--- config.mk ---
export PLATFORM = sky130hd
export DESIGN_NAME = rp_pio_status_logger
export DESIGN_NICKNAME = d
export VERILOG_FILES = /design/src/rtl/rp_pio_pkg.sv /design/src/rtl/rp_pio_hdr_log.sv /design/src/rtl/rp_pio_status_logger.sv
export SDC_FILE = /design/constraint.sdc
export NUM_CORES = 1
export LEC_CHECK = 0
export BUFFER_PORTS_ARGS = -buffer_cell sky130_fd_sc_hd__buf_2
export CAP_MARGIN = 20
export CORE_MARGIN = 2
export CORE_UTILIZATION = 51
export CTS_CLUSTER_DIAMETER = 150
export DETAILED_ROUTE_END_ITERATION = 6
export PLACE_DENSITY = 0.78
export REMOVE_ABC_BUFFERS = 1
export SLEW_MARGIN = 15
export SYNTH_ARGS = -nofsm -noshare
export SYNTH_HDL_FRONTEND = slang
export SYNTH_HIERARCHICAL = 1
export SYNTH_SLANG_ARGS = --single-unit
--- constraint.sdc ---
create_clock -name clk -period 4.73 [get_ports clk]
set_clock_uncertainty 0.15 [all_clocks]
set_input_delay 0.7095 -clock clk [delete_from_list [all_inputs] [get_ports clk]]
set_output_delay 0.7095 -clock clk [all_outputs]
set_load 0.01 [all_outputs]
--- src/rtl/rp_pio_pkg.sv ---
// Shared types and constants for the Root Port PIO status logger.
// The status bit index is space*8 + type, so only bits 0..2, 8..10 and 16..18 can ever be set.
package rp_pio_pkg;

  typedef enum logic [1:0] {
    SPACE_CFG = 2'd0,
    SPACE_IO  = 2'd1,
    SPACE_MEM = 2'd2,
    SPACE_ILL = 2'd3
  } pio_space_e;

  typedef enum logic [1:0] {
    ERR_UR  = 2'd0,
    ERR_CA  = 2'd1,
    ERR_CTO = 2'd2,
    ERR_ILL = 2'd3
  } pio_err_e;

  typedef enum logic [1:0] {
    ST_IDLE = 2'd0,
    ST_TRIG = 2'd1,
    ST_HOLD = 2'd2
  } log_state_e;

  localparam logic [31:0] STATUS_VALID = 32'h0007_0707;

  localparam logic [2:0] ADDR_STATUS = 3'd0;
  localparam logic [2:0] ADDR_PTR    = 3'd1;
  localparam logic [2:0] ADDR_HDR0   = 3'd2;
  localparam logic [2:0] ADDR_HDR1   = 3'd3;
  localparam logic [2:0] ADDR_HDR2   = 3'd4;
  localparam logic [2:0] ADDR_HDR3   = 3'd5;

  // space*8 + type, expressed as a bit concatenation (bit 2 is always 0)
  function automatic logic [4:0] status_idx(input logic [1:0] space, input logic [1:0] typ);
    return {space, 1'b0, typ};
  endfunction

endpackage

--- src/rtl/rp_pio_hdr_log.sv ---
// N_DW x 32-bit capture register with a single load strobe and a DW read mux.
// Reusable for any TLP header/prefix log that is captured whole and read per DW.
module rp_pio_hdr_log #(
  parameter int N_DW  = 4,
  parameter int SEL_W = 2
) (
  input  logic                  clk,
  input  logic                  rst,
  input  logic                  load,
  input  logic [N_DW*32-1:0]    hdr_in,
  input  logic [SEL_W-1:0]      dw_sel,
  output logic [31:0]           dw_out
);

  logic [31:0] dw_q [N_DW];
  logic [31:0] dw_d [N_DW];

  generate
    for (genvar gi = 0; gi < N_DW; gi++) begin : g_dw
      always_comb begin
        dw_d[gi] = load ? hdr_in[gi*32 +: 32] : dw_q[gi];
      end

      always_ff @(posedge clk) begin
        if (rst) begin
          dw_q[gi] <= '0;
        end else begin
          dw_q[gi] <= dw_d[gi];
        end
      end
    end
  endgenerate

  assign dw_out = dw_q[dw_sel];

endmodule

--- src/rtl/rp_pio_status_logger.sv ---
// Turns PIO completion failures into RW1C status bits, logs the header of the first
// unmasked error and holds a DPC trigger request until the DPC controller acknowledges it.
module rp_pio_status_logger
  import rp_pio_pkg::*;
#(
  parameter int HDR_DW = 4,
  parameter int ADDR_W = 3
) (
  input  logic                  clk,
  input  logic                  rst,
  input  logic                  err_valid,
  input  logic [1:0]            err_space,
  input  logic [1:0]            err_type,
  input  logic [HDR_DW*32-1:0]  err_hdr,
  input  logic [31:0]           pio_mask,
  input  logic [ADDR_W-1:0]     reg_addr,
  input  logic                  write_enable,
  input  logic [31:0]           write_data,
  output logic [31:0]           read_data,
  output logic                  dpc_trig_req,
  input  logic                  dpc_trig_ack
);

  logic [31:0] status_q, status_d;
  logic [4:0]  ptr_q, ptr_d;
  logic        req_q, req_d;
  log_state_e  state_q, state_d;

  logic        ev_legal;
  logic        ev_unmasked;
  logic [4:0]  ev_idx;
  logic [31:0] set_vec;
  logic [31:0] clr_vec;
  logic        log_load;
  logic [1:0]  hdr_sel;
  logic [31:0] hdr_dw;

  always_comb begin
    ev_legal    = err_valid && (err_space != SPACE_ILL) && (err_type != ERR_ILL);
    ev_idx      = status_idx(err_space, err_type);
    ev_unmasked = ev_legal && !pio_mask[ev_idx];
    set_vec     = ev_legal ? (32'd1 << ev_idx) : 32'd0;
    clr_vec     = (write_enable && (reg_addr == ADDR_STATUS)) ? write_data : 32'd0;
    // Set is applied after clear so a coincident set wins
    status_d    = ((status_q & ~clr_vec) | set_vec) & STATUS_VALID;
  end

  always_comb begin
    state_d  = state_q;
    ptr_d    = ptr_q;
    req_d    = req_q;
    log_load = 1'b0;
    case (state_q)
      ST_IDLE: begin
        if (ev_unmasked) begin
          log_load = 1'b1;
          ptr_d    = ev_idx;
          req_d    = 1'b1;
          state_d  = ST_TRIG;
        end
      end
      ST_TRIG: begin
        if (dpc_trig_ack) begin
          req_d   = 1'b0;
          state_d = ST_HOLD;
        end
      end
      ST_HOLD: begin
        // Released only once software has actually cleared the logged status bit
        if (!status_q[ptr_q]) begin
          state_d = ST_IDLE;
        end
      end
      default: begin
        req_d   = 1'b0;
        state_d = ST_IDLE;
      end
    endcase
  end

  always_ff @(posedge clk) begin
    if (rst) begin
      status_q <= '0;
      ptr_q    <= '0;
      req_q    <= 1'b0;
      state_q  <= ST_IDLE;
    end else begin
      status_q <= status_d;
      ptr_q    <= ptr_d;
      req_q    <= req_d;
      state_q  <= state_d;
    end
  end

  // Addresses 2..5 map to DW0..DW3 via a 2-bit offset of -2 (equivalently +2)
  assign hdr_sel = reg_addr[1:0] + 2'd2;

  rp_pio_hdr_log #(
    .N_DW  (HDR_DW),
    .SEL_W (2)
  ) u_hdr_log (
    .clk    (clk),
    .rst    (rst),
    .load   (log_load),
    .hdr_in (err_hdr),
    .dw_sel (hdr_sel),
    .dw_out (hdr_dw)
  );

  always_comb begin
    read_data = 32'd0;
    case (reg_addr)
      ADDR_STATUS: read_data = status_q;
      ADDR_PTR:    read_data = {27'd0, ptr_q};
      ADDR_HDR0, ADDR_HDR1, ADDR_HDR2, ADDR_HDR3: read_data = hdr_dw;
      default:     read_data = 32'd0;
    endcase
  end

  assign dpc_trig_req = req_q;

endmodule

==> results of run 1 <==
==> logic make-up after synthesis <==
| logic type | after synthesis | synth area share (%) |
|---|---|---|
| buffers and inverters | 51 | 3.84 |
| flip-flops | 144 | 58.3 |
| AO/OA/AOI/OAI | 42 | 3.89 |
| multiplexers | 43 | 12.2 |
| XOR/XNOR | 1 | 0.123 |
| AND/OR/NAND/NOR | 208 | 21.7 |
==> worst paths after layout <==
path | startpoint | endpoint | slack (ns)
max | reg_addr[0] | read_data[8] | 1.23
min | dpc_trig_req | dpc_trig_req | 0.33
max reg2reg | state_q[0] | u_hdr_log/dw_q[3][21] | 2.14
min reg2reg | dpc_trig_req | dpc_trig_req | 0.33
==> cells in the mapped netlist (all sizes together) (3+ instances only) <==
cell and count:
mux2i 7, nor2 16, mux4 34, edfxtp 128
nand2 24, clkbuf 25, nor3b 3, o21ai 12
dfxtp 16, buf 21, a22oi 17, and2 21
a21oi 5, and3b 128, inv 5, nor3 3
==> power breakdown <==
part           internal, mW  switching (mW)
clock network         0.814           0.489
logic                 0.180           0.185
registers              1.48          0.0249
==> worst max-delay path, delay by kind of cell <==
| kind | cells | cell delay (ns) |
|---|---|---|
| compound gates | 2 | 0.32 |
| buf+inv | 3 | 1.03 |
| mux | 1 | 0.54 |
==> registers in the layout, summed over array words and instances, names as in the netlist <==
signal	count
dpc_trig_req	1
u_hdr_log/dw_q	128
ptr_q	4
status_q	9
state_q	2
==> final cells by class <==
type | instances | area (sq um) | area share, %
Inverter | 5 | 18.8 | 0.214
Sequential cell | 144 | 4160 | 47.5
Clock buffer | 17 | 425 | 4.86
Multi-Input combinational cell | 294 | 2710 | 31.0
Clock inverter | 13 | 148 | 1.69
Tap cell | 180 | 225 | 2.57
Timing Repair Buffer | 201 | 1070 | 12.2
==> cells in the final DEF, fill, tap and decap left out, drive strengths merged, types with 2 or more instances in the layout <==
master	count
mux4	34
nor3b	3
nand2b	2
nor3	3
o22ai	2
mux2	2
nand2	24
edfxtp	128
inv	4
o21ai	12
and3	2
nor2b	2
a22oi	17
mux2i	7
bufinv	3
dfxtp	16
clkbuf	17
nor2	16
and3b	128
o31ai	2
nand4	2
clkinv	10
and2	21
buf	201
a21oi	5
==> layer usage <==
metal,up-vias,track usage (%),routed length (um),part of all wire (%)
met5,-,0,16,0.11
met1,2246,27.6,6510,43
met3,22,6.27,1190,7.8
li1,2235,-,-,-
met4,2,8.84,264,1.7
met2,176,34.0,7210,47
==> through the flow <==
stage / worst slack (ns) / util (%)
finish: 1.23 / 63.6
detailed placement: 1.18 / 59.4
CTS: 1.17 / 63.6
global placement: 1.19 / 59.4
global route: 1.04 / 63.6
floorplan: -0.415 / -
==> out/qor.csv, run 1 <==
stage;metric;value;unit
status;status;complete, no violations;
clock_network;Worst-path clk slew;0.05;ns
logic_synthesis;Synth area leader;edfxtp_1;
detailed_routing;DR DRC count;0;
global_route;largest net degree at the start of global routing;129;
sta;Slew Limit Fails;0;
floorplanning;I/O pin cnt;237;
floorplanning;num rows;43;
global_route;first-pass GRT wire length;23.9;mm
clock_network;post-CTS setup buffers;0;
logic_synthesis;Post-Syn Area per Cell;14.6;sq um
logic_synthesis;ys flop type;edfxtp_1;
sta;setup_tns;0;ns
logic_synthesis;Post-synth ARST share;0;%
cells_and_area;layout cells sized above 1;39.9;%
logic_synthesis;register area share after synthesis;58.3;%
sta;RSZ-0062 raised after global routing;no;
logic_synthesis;Synth Cell Area;0.00714;sq mm
critical_path;CP max-delay cell;buf_2;
logic_synthesis;synth top area cells;edfxtp_1 54%, and3b_1 16%, mux4_2 9.8%;
global_route;vias in the first global route;4707;
cells_and_area;# diodes;0;
power;Power Total;3.18;mW
clock_network;number of gates resized after cts;0;
clock_network;worst skew pair latency;0.42;ns
cells_and_area;Fill cells;1090;
sta;Max transition margin;36.2;%
logic_synthesis;Distinct cells, synth;39;
sta;fin crit share;74.0;%
logic_synthesis;Yosys Warn Count;6;
detailed_routing;Pre-antenna DRT Iters;5;
clock_network;clk sinks;144;
floorplanning;die height;122;um
placed_design;placer congestion estimate;0.873;
critical_path;Crit path largest cell delay;0.59;ns
sta;final hold slack;0.325;ns
sta;Peak Freq;286;MHz
sta;crit path time final;3.50;ns
critical_path;worst setup path class;in -> out;
critical_path;critical path startpoint category;input pin;
critical_path;Worst EP required;3.87;ns
logic_synthesis;EDFF count, synth;128;
placed_design;Cell Area, Placed;0.00819;sq mm
clock_network;CTS root buf;clkbuf_16;
clock_network;cts bufs inserted;17;
power;maximum vdd ir drop;0.228;mV
cells_and_area;area delta synth->final;22.7;%
clock_network;CTS tree;yes;
critical_path;Worst EP arrival;2.64;ns
logic_synthesis;cell count after synthesis;489;
detailed_routing;Vias;4681;
placed_design;placed cells;824;
sta;Hold Violations, Final;0;
floorplanning;area of the core;0.0138;sq mm
floorplanning;die area;0.0150;sq mm
floorplanning;Starting Density;51.8;%
cells_and_area;nets;867;
cells_and_area;Finished Cell Area;0.00876;sq mm
sta;Tightest Pin Transition;0.957;ns
global_route;overall routing resource usage;21.4;%
placed_design;number of port buffers;193;
detailed_routing;DR WL/cell;17.8;um
placed_design;post-DP HPWL;10.1;mm
logic_synthesis;Synth top area share;53.8;%
detailed_routing;Iter 0 DRT Violations;328;
clock_network;H-tree Lvls;4;
critical_path;worst-path maximum fanout;21;
critical_path;worst-path cell chain;buf_2 > buf_12 > mux4_2 > a22oi_1 > o21ai_0 > buf_2;
min_path;Hold Crit Class;reg -> reg;
min_path;Hold Path Depth;2;
job;max-cap violation count;0;
cells_and_area;fin cells;854;
clock_network;CTS max path bufs;2;
critical_path;cell with the most instances on the worst path;buf_2;
power;Power per Cell Area;363;mW/mm^2
detailed_routing;DRT Wirelength;15.2;mm
clock_network;# hold bufs at CTS;0;
floorplanning;Die X;122;um
detailed_routing;Via density;5.48;
global_route;initial antenna violation count;2;
logic_synthesis;Synth Register Bits;144;
global_route;GRT overflow;0;
detailed_routing;antenna viol nets, final;0;
sta;Final setup viols;0;
power;Leakage;4.06;nW
critical_path;endpoint class of the critical path;output port;
critical_path;worst reg2reg path depth;5;
(Power assumes the default switching activity.)
==> inputs of run 2 (changes only) <==
==> constraint.sdc (replaced) <==
create_clock -name clk -period 3.45 [get_ports clk]
set_clock_uncertainty 0.15 [all_clocks]
set_input_delay 0.5175 -clock clk [delete_from_list [all_inputs] [get_ports clk]]
set_output_delay 0.5175 -clock clk [all_outputs]
set_load 0.01 [all_outputs]
==> out/qor.csv, run 2 (synthesis gave the netlist of run 1 again) <==
stage;metric;value;unit;change
clock_network;# hold bufs at CTS;0;;unchanged
detailed_routing;Vias;4730;;+1.0%
sta;Hold Violations, Final;0;;unchanged
power;Net Sw Frac;22.0;%;-0.035 points
placed_design;placed cells;830;;+0.73%
cells_and_area;Finished Cell Area;0.00885;sq mm;+1.0%
sta;Slew Limit Fails;0;;unchanged
power;Power Total;4.39;mW;+38%
detailed_routing;Via density;5.49;;+0.11%
floorplanning;area of the core;0.0138;sq mm;unchanged
cells_and_area;max reg flops;128;;unchanged
power;clock network fraction of total power;41.0;%;about the same
detailed_routing;DR DRC count;0;;unchanged
power;Power per Cell Area;496;mW/mm^2;+37%
clock_network;CTS tree;yes;;
critical_path;Worst EP arrival;2.29;ns;-0.35 ns
min_path;Hold Path Depth;3;;+1
critical_path;endpoint class of the critical path;output port;;
sta;Final setup viols;0;;unchanged
clock_network;cts bufs inserted;17;;unchanged
clock_network;H-tree Lvls;4;;unchanged
critical_path;WP buf/inv;3;;unchanged
clock_network;post-CTS setup buffers;0;;unchanged
cells_and_area;biggest regs;u_hdr_log/dw_q (128), status_q (9), ptr_q (4);;
critical_path;R2R setup slack;1.21;ns;-0.93 ns
detailed_routing;DR WL/cell;18.1;um;+2.0%
sta;RSZ-0062 raised after global routing;no;;
detailed_routing;antenna viol nets, final;0;;unchanged
critical_path;worst reg2reg path depth;5;;unchanged
global_route;initial antenna violation count;3;;+1
critical_path;CP delay by family, top;buffers and inverters;;
clock_network;Worst-path clk slew;0.05;ns;about the same
global_route;overall routing resource usage;21.9;%;+0.47 points
min_path;Hold Crit Class;in -> reg;;
clock_network;clk sinks;144;;unchanged
cells_and_area;Most flops, register;u_hdr_log/dw_q;;
cells_and_area;fin cells;862;;+0.94%
cells_and_area;area delta synth->final;23.9;%;
floorplanning;I/O pin cnt;237;;unchanged
placed_design;Cell Area, Placed;0.00827;sq mm;+1.0%
sta;fin crit share;85.8;%;
sta;Max transition margin;52.0;%;+16 points
floorplanning;die area;0.0150;sq mm;unchanged
global_route;largest net degree at the start of global routing;129;;unchanged
clock_network;worst skew pair latency;0.41;ns;about the same
critical_path;WP depth;5;;-1
floorplanning;die height;122;um;unchanged
cells_and_area;layout cells sized above 1;40.0;%;+0.12 points
cells_and_area;post-layout util;64.3;%;+0.65 points
power;maximum vdd ir drop;0.336;mV;+47%
power;Flop pwr share;47.2;%;-0.3 points
global_route;GRT overflow;0;;unchanged
critical_path;crit path to;read_data[14];;
floorplanning;Starting Density;51.8;%;unchanged
critical_path;worst-path maximum fanout;19;;-9.5%
global_route;first-pass GRT wire length;24.3;mm;+1.6%
detailed_routing;Iter 0 DRT Violations;252;;-23%
sta;Tightest Pin Transition;0.717;ns;-0.239 ns
critical_path;CP max-delay cell;mux4_2;;
critical_path;Crit path largest cell delay;0.54;ns;-0.05 ns
critical_path;reg2reg start;state_q[0];;
critical_path;cell with the most instances on the worst path;buf_2;;
critical_path;worst setup path startpoint;reg_addr[0];;
floorplanning;num rows;43;;unchanged
job;max-cap violation count;0;;unchanged
cells_and_area;most frequent cells in the layout;192 x buf_2, 128 x and3b_1, 128 x edfxtp_1;;
global_route;vias in the first global route;4868;;+3.4%
placed_design;number of port buffers;193;;unchanged
cells_and_area;nets;873;;+0.69%
critical_path;worst setup path class;in -> out;;
placed_design;post-DP HPWL;10.7;mm;+5.8%
clock_network;CTS max path bufs;2;;unchanged
sta;setup_tns;0;ns;unchanged
sta;Peak Freq;338;MHz;
floorplanning;Die X;122;um;unchanged
cells_and_area;commonest non-fill, non-tap cell in the layout;buf_2;;
detailed_routing;Pre-antenna DRT Iters;5;;unchanged
sta;crit path time final;2.96;ns;
critical_path;worst reg2reg path endpoint;u_hdr_log/dw_q[3][18];;
critical_path;worst-path cell chain;buf_2 > buf_4 > mux4_2 > and2_1 > buf_2;;
cells_and_area;# diodes;0;;unchanged
placed_design;placer congestion estimate;0.932;;+6.8%
detailed_routing;DRT Wirelength;15.6;mm;+3.0%
power;Comb power frac;11.9;%;+0.4 points
status;status;complete, no violations;;
critical_path;Worst EP required;2.78;ns;-1.09 ns
power;Leakage;4.09;nW;+0.86%
critical_path;critical path startpoint category;input pin;;
clock_network;CTS root buf;clkbuf_16;;
power;switching pwr;965;uW;+38%
clock_network;number of gates resized after cts;0;;unchanged
power;Pint;3.42;mW;+38%
-- run 2: final cells by class --
cell class | instances | area [sq um]
repair buffers | 207 | 1150
clock buffers | 21 | 440
flip-flops and latches | 144 | 4160
multi-input cells | 294 | 2710
inverters | 5 | 18.8
fillers | 1090 | 4920
well taps | 180 | 225
clock inverters | 11 | 140
-- run 2: power groups by stage --
| stage | sequential [mW] | combinational, mW | clock (mW) |
|---|---|---|---|
| 2_1_floorplan | 2.10 | 0.262 | 0 |
| 3_3_place_gp | 2.09 | 0.513 | 0 |
| 3_5_place_dp | 2.11 | 0.526 | 0 |
| 4_1_cts | 2.07 | 0.529 | 1.83 |
| 5_1_grt | 2.08 | 0.573 | 1.90 |
| 6_report | 2.07 | 0.521 | 1.80 |
-- run 2: layer usage --
| layer | vias up | GRT usage (%) | wire, um |
|---|---|---|---|
| met3 | 21 | 6.74 | 1350 |
| met5 | - | 0 | 23 |
| met1 | 2259 | 26.9 | 6260 |
| met2 | 190 | 35.9 | 7760 |
| met4 | 4 | 9.12 | 244 |
| li1 | 2256 | - | - |
-- run 2: worst reg2reg max path, delay by kind of cell (launching register included) --
kind / cells / cell delay, ns
flops: 1 / 0.34
simple gates: 3 / 1.02
buf+inv: 2 / 0.43
-- run 2: worst min path at each step --
stage	startpoint	endpoint	slack [ns]
6_report	dpc_trig_ack	state_q[1]	0.26
5_1_grt	err_hdr[9]	u_hdr_log/dw_q[0][9]	0.25
4_1_cts	dpc_trig_ack	state_q[1]	0.23
3_5_place_dp	dpc_trig_req	dpc_trig_req	0.32
3_3_place_gp	dpc_trig_req	dpc_trig_req	0.29
2_1_floorplan	state_q[0]	state_q[1]	0.32
-- run 2: through the flow --
stage	hold WS, ns	worst slack [ns]
after floorplan	0.324	-1.50
after global placement	0.293	0.416
after detailed placement	0.322	0.414
after CTS	0.229	0.407
after global routing	0.250	0.313
final	0.255	0.491
==> inputs of run 3 (changes only) <==
--- a/config.mk
+++ b/config.mk
@@ -11,7 +11,7 @@
 export CORE_UTILIZATION = 51
 export CTS_CLUSTER_DIAMETER = 150
 export DETAILED_ROUTE_END_ITERATION = 6
-export PLACE_DENSITY = 0.78
+export PLACE_DENSITY = 0.8
 export REMOVE_ABC_BUFFERS = 1
 export SLEW_MARGIN = 15
 export SYNTH_ARGS = -nofsm -noshare
==> out/qor.csv, run 3 (synthesis gave the netlist of run 1 again) <==
stage;metric;value;unit;change
sta;RSZ-0062 raised after global routing;no;;
cells_and_area;nets;873;;unchanged
cells_and_area;post-layout util;64.1;%;-0.11 points
cells_and_area;most frequent cells in the layout;192 x buf_2, 128 x and3b_1, 128 x edfxtp_1;;
global_route;initial antenna violation count;1;;-2
power;maximum vdd ir drop;0.321;mV;-4.5%
clock_network;# hold bufs at CTS;0;;unchanged
floorplanning;num rows;43;;unchanged
global_route;largest net degree at the start of global routing;129;;unchanged
detailed_routing;Vias;4718;;-0.25%
global_route;overall routing resource usage;20.8;%;-1.0 points
min_path;Hold Crit Class;in -> reg;;
critical_path;endpoint class of the critical path;output port;;
clock_network;CTS max path bufs;2;;unchanged
critical_path;WP depth;5;;unchanged
floorplanning;area of the core;0.0138;sq mm;unchanged
sta;worst setup margin;0.491;ns;-0.000541 ns
critical_path;worst reg2reg path depth;5;;unchanged
power;Power per Cell Area;502;mW/mm^2;+1.3%
cells_and_area;commonest non-fill, non-tap cell in the layout;buf_2;;
sta;Final setup viols;0;;unchanged
critical_path;reg2reg start;state_q[0];;
clock_network;number of gates resized after cts;0;;unchanged
clock_network;post-CTS setup buffers;0;;unchanged
sta;Tightest Pin Transition;1.00;ns;+0.285 ns
job;max-cap violation count;0;;unchanged
global_route;vias in the first global route;4731;;-2.8%
critical_path;worst-path maximum fanout;25;;+6
floorplanning;die area;0.0150;sq mm;unchanged
cells_and_area;Fill cells;1034;;-5.1%
clock_network;H-tree Lvls;4;;unchanged
clock_network;CTS root buf;clkbuf_16;;
clock_network;CTS tree;yes;;
sta;Slew Limit Fails;0;;unchanged
cells_and_area;area delta synth->final;23.7;%;
detailed_routing;antenna viol nets, final;0;;unchanged
sta;Max transition margin;33.2;%;-19 points
cells_and_area;max reg flops;128;;unchanged
cells_and_area;biggest regs;u_hdr_log/dw_q (128), status_q (9), ptr_q (4);;
detailed_routing;DR DRC count;0;;unchanged
clock_network;Worst-path clk slew;0.05;ns;about the same
cells_and_area;layout cells sized above 1;40.2;%;+0.21 points
critical_path;critical path startpoint category;input pin;;
placed_design;post-DP HPWL;10.3;mm;-3.1%
clock_network;clk sinks;144;;unchanged
sta;Peak Freq;338;MHz;about the same
critical_path;CP delay by family, top;buffers and inverters;;
sta;Hold Violations, Final;0;;unchanged
detailed_routing;Via density;5.47;;-0.25%
placed_design;placer congestion estimate;0.841;;-9.8%
detailed_routing;DRT Wirelength;15.2;mm;-3.1%
critical_path;worst-path cell chain;buf_2 > mux4_2 > a22oi_1 > o21ai_0 > buf_2;;
critical_path;Crit path largest cell delay;0.63;ns;+0.09 ns
critical_path;R2R setup slack;1.05;ns;-0.16 ns
floorplanning;die height;122;um;unchanged
placed_design;Setup WS pre-CTS;0.345;ns;-0.0690 ns
floorplanning;Starting Density;51.8;%;unchanged
critical_path;WP buf/inv;2;;-1
power;Leakage;4.10;nW;+0.16%
sta;crit path time final;2.96;ns;+0.000541 ns
detailed_routing;Iter 0 DRT Violations;287;;+14%
critical_path;Worst EP required;2.78;ns;about the same
critical_path;crit path to;read_data[16];;
critical_path;CP max-delay cell;mux4_2;;
critical_path;worst setup path class;in -> out;;
floorplanning;Die X;122;um;unchanged
cells_and_area;Most flops, register;u_hdr_log/dw_q;;
detailed_routing;DR WL/cell;17.6;um;-3.1%
detailed_routing;Pre-antenna DRT Iters;5;;unchanged
floorplanning;I/O pin cnt;237;;unchanged
critical_path;worst setup path startpoint;reg_addr[0];;
placed_design;number of port buffers;193;;unchanged
critical_path;worst reg2reg path endpoint;u_hdr_log/dw_q[2][28];;
cells_and_area;multi-input logic area;0.00271;sq mm;unchanged
global_route;GRT overflow;0;;unchanged
critical_path;cell with the most instances on the worst path;buf_2;;
clock_network;cts bufs inserted;17;;unchanged
critical_path;Worst EP arrival;2.29;ns;about the same
min_path;Hold Path Origin;dpc_trig_ack;;
clock_network;worst skew pair latency;0.40;ns;about the same
status;status;complete, no violations;;
global_route;first-pass GRT wire length;23.8;mm;-2.2%
cells_and_area;FF/Latch Area;0.00416;sq mm;unchanged
sta;fin crit share;85.8;%;about the same
==> run 3: cell types whose count changed in the layout (fill, tap and decap cells not counted), sizes merged <==
| cell | delta |
|---|---|
| clkinvlp | -1 |
| bufinv | +1 |
| diode | +1 |
| clkbuf | -2 |
| inv | +1 |
==> run 3: layout make-up <==
cell class / instances / area share [%]
inverters: 5 / 0.212
repair buffers: 207 / 12.6
clock buffers: 19 / 4.90
well taps: 180 / 2.55
flip-flops and latches: 144 / 47.1
diodes: 1 / 0.0283
multi-input cells: 294 / 30.7
clock inverters: 12 / 1.90
==> run 3: per-stage QoR <==
step                instance area [sq um]  hold WS, ns  power (mW)  instances  setup TNS (ns)
floorplan                            6890        0.324        2.36        443         -192.44
global placement                     8230        0.295        2.59        830               0
detailed placement                   8230        0.297        2.62        830               0
CTS                                  8830        0.234        4.48        861               0
global route                         8830        0.256        4.61        861               0
finish                               8830        0.256        4.44        862               0
==> run 3: worst min-delay path: stages <==
cell and delay (ns):
buf_2 0.11, nand3_1 0.07, a21oi_1 0.06
==> run 3: per-layer routing <==
layer | up-vias | share of wire [%] | track usage, %
met3 | 15 | 7.3 | 5.81
li1 | 2254 | - | -
met5 | - | 0 | 0
met4 | 0 | 0.98 | 5.75
met1 | 2271 | 43 | 28.3
met2 | 178 | 49 | 33.2
==> run 3: worst min-delay path by stage <==
stage | to | slack [ns] | depth (start not counted)
2_1_floorplan | state_q[1] | 0.32 | 2
3_3_place_gp | dpc_trig_req | 0.30 | 2
3_5_place_dp | dpc_trig_req | 0.30 | 2
4_1_cts | state_q[1] | 0.23 | 3
5_1_grt | u_hdr_log/dw_q[2][21] | 0.26 | 2
6_report | state_q[1] | 0.26 | 3
==> run 3: report_power, final <==
part	switching [mW]	internal (mW)
Clock	0.661	1.20
Sequential	0.0354	2.03
Combinational	0.256	0.254
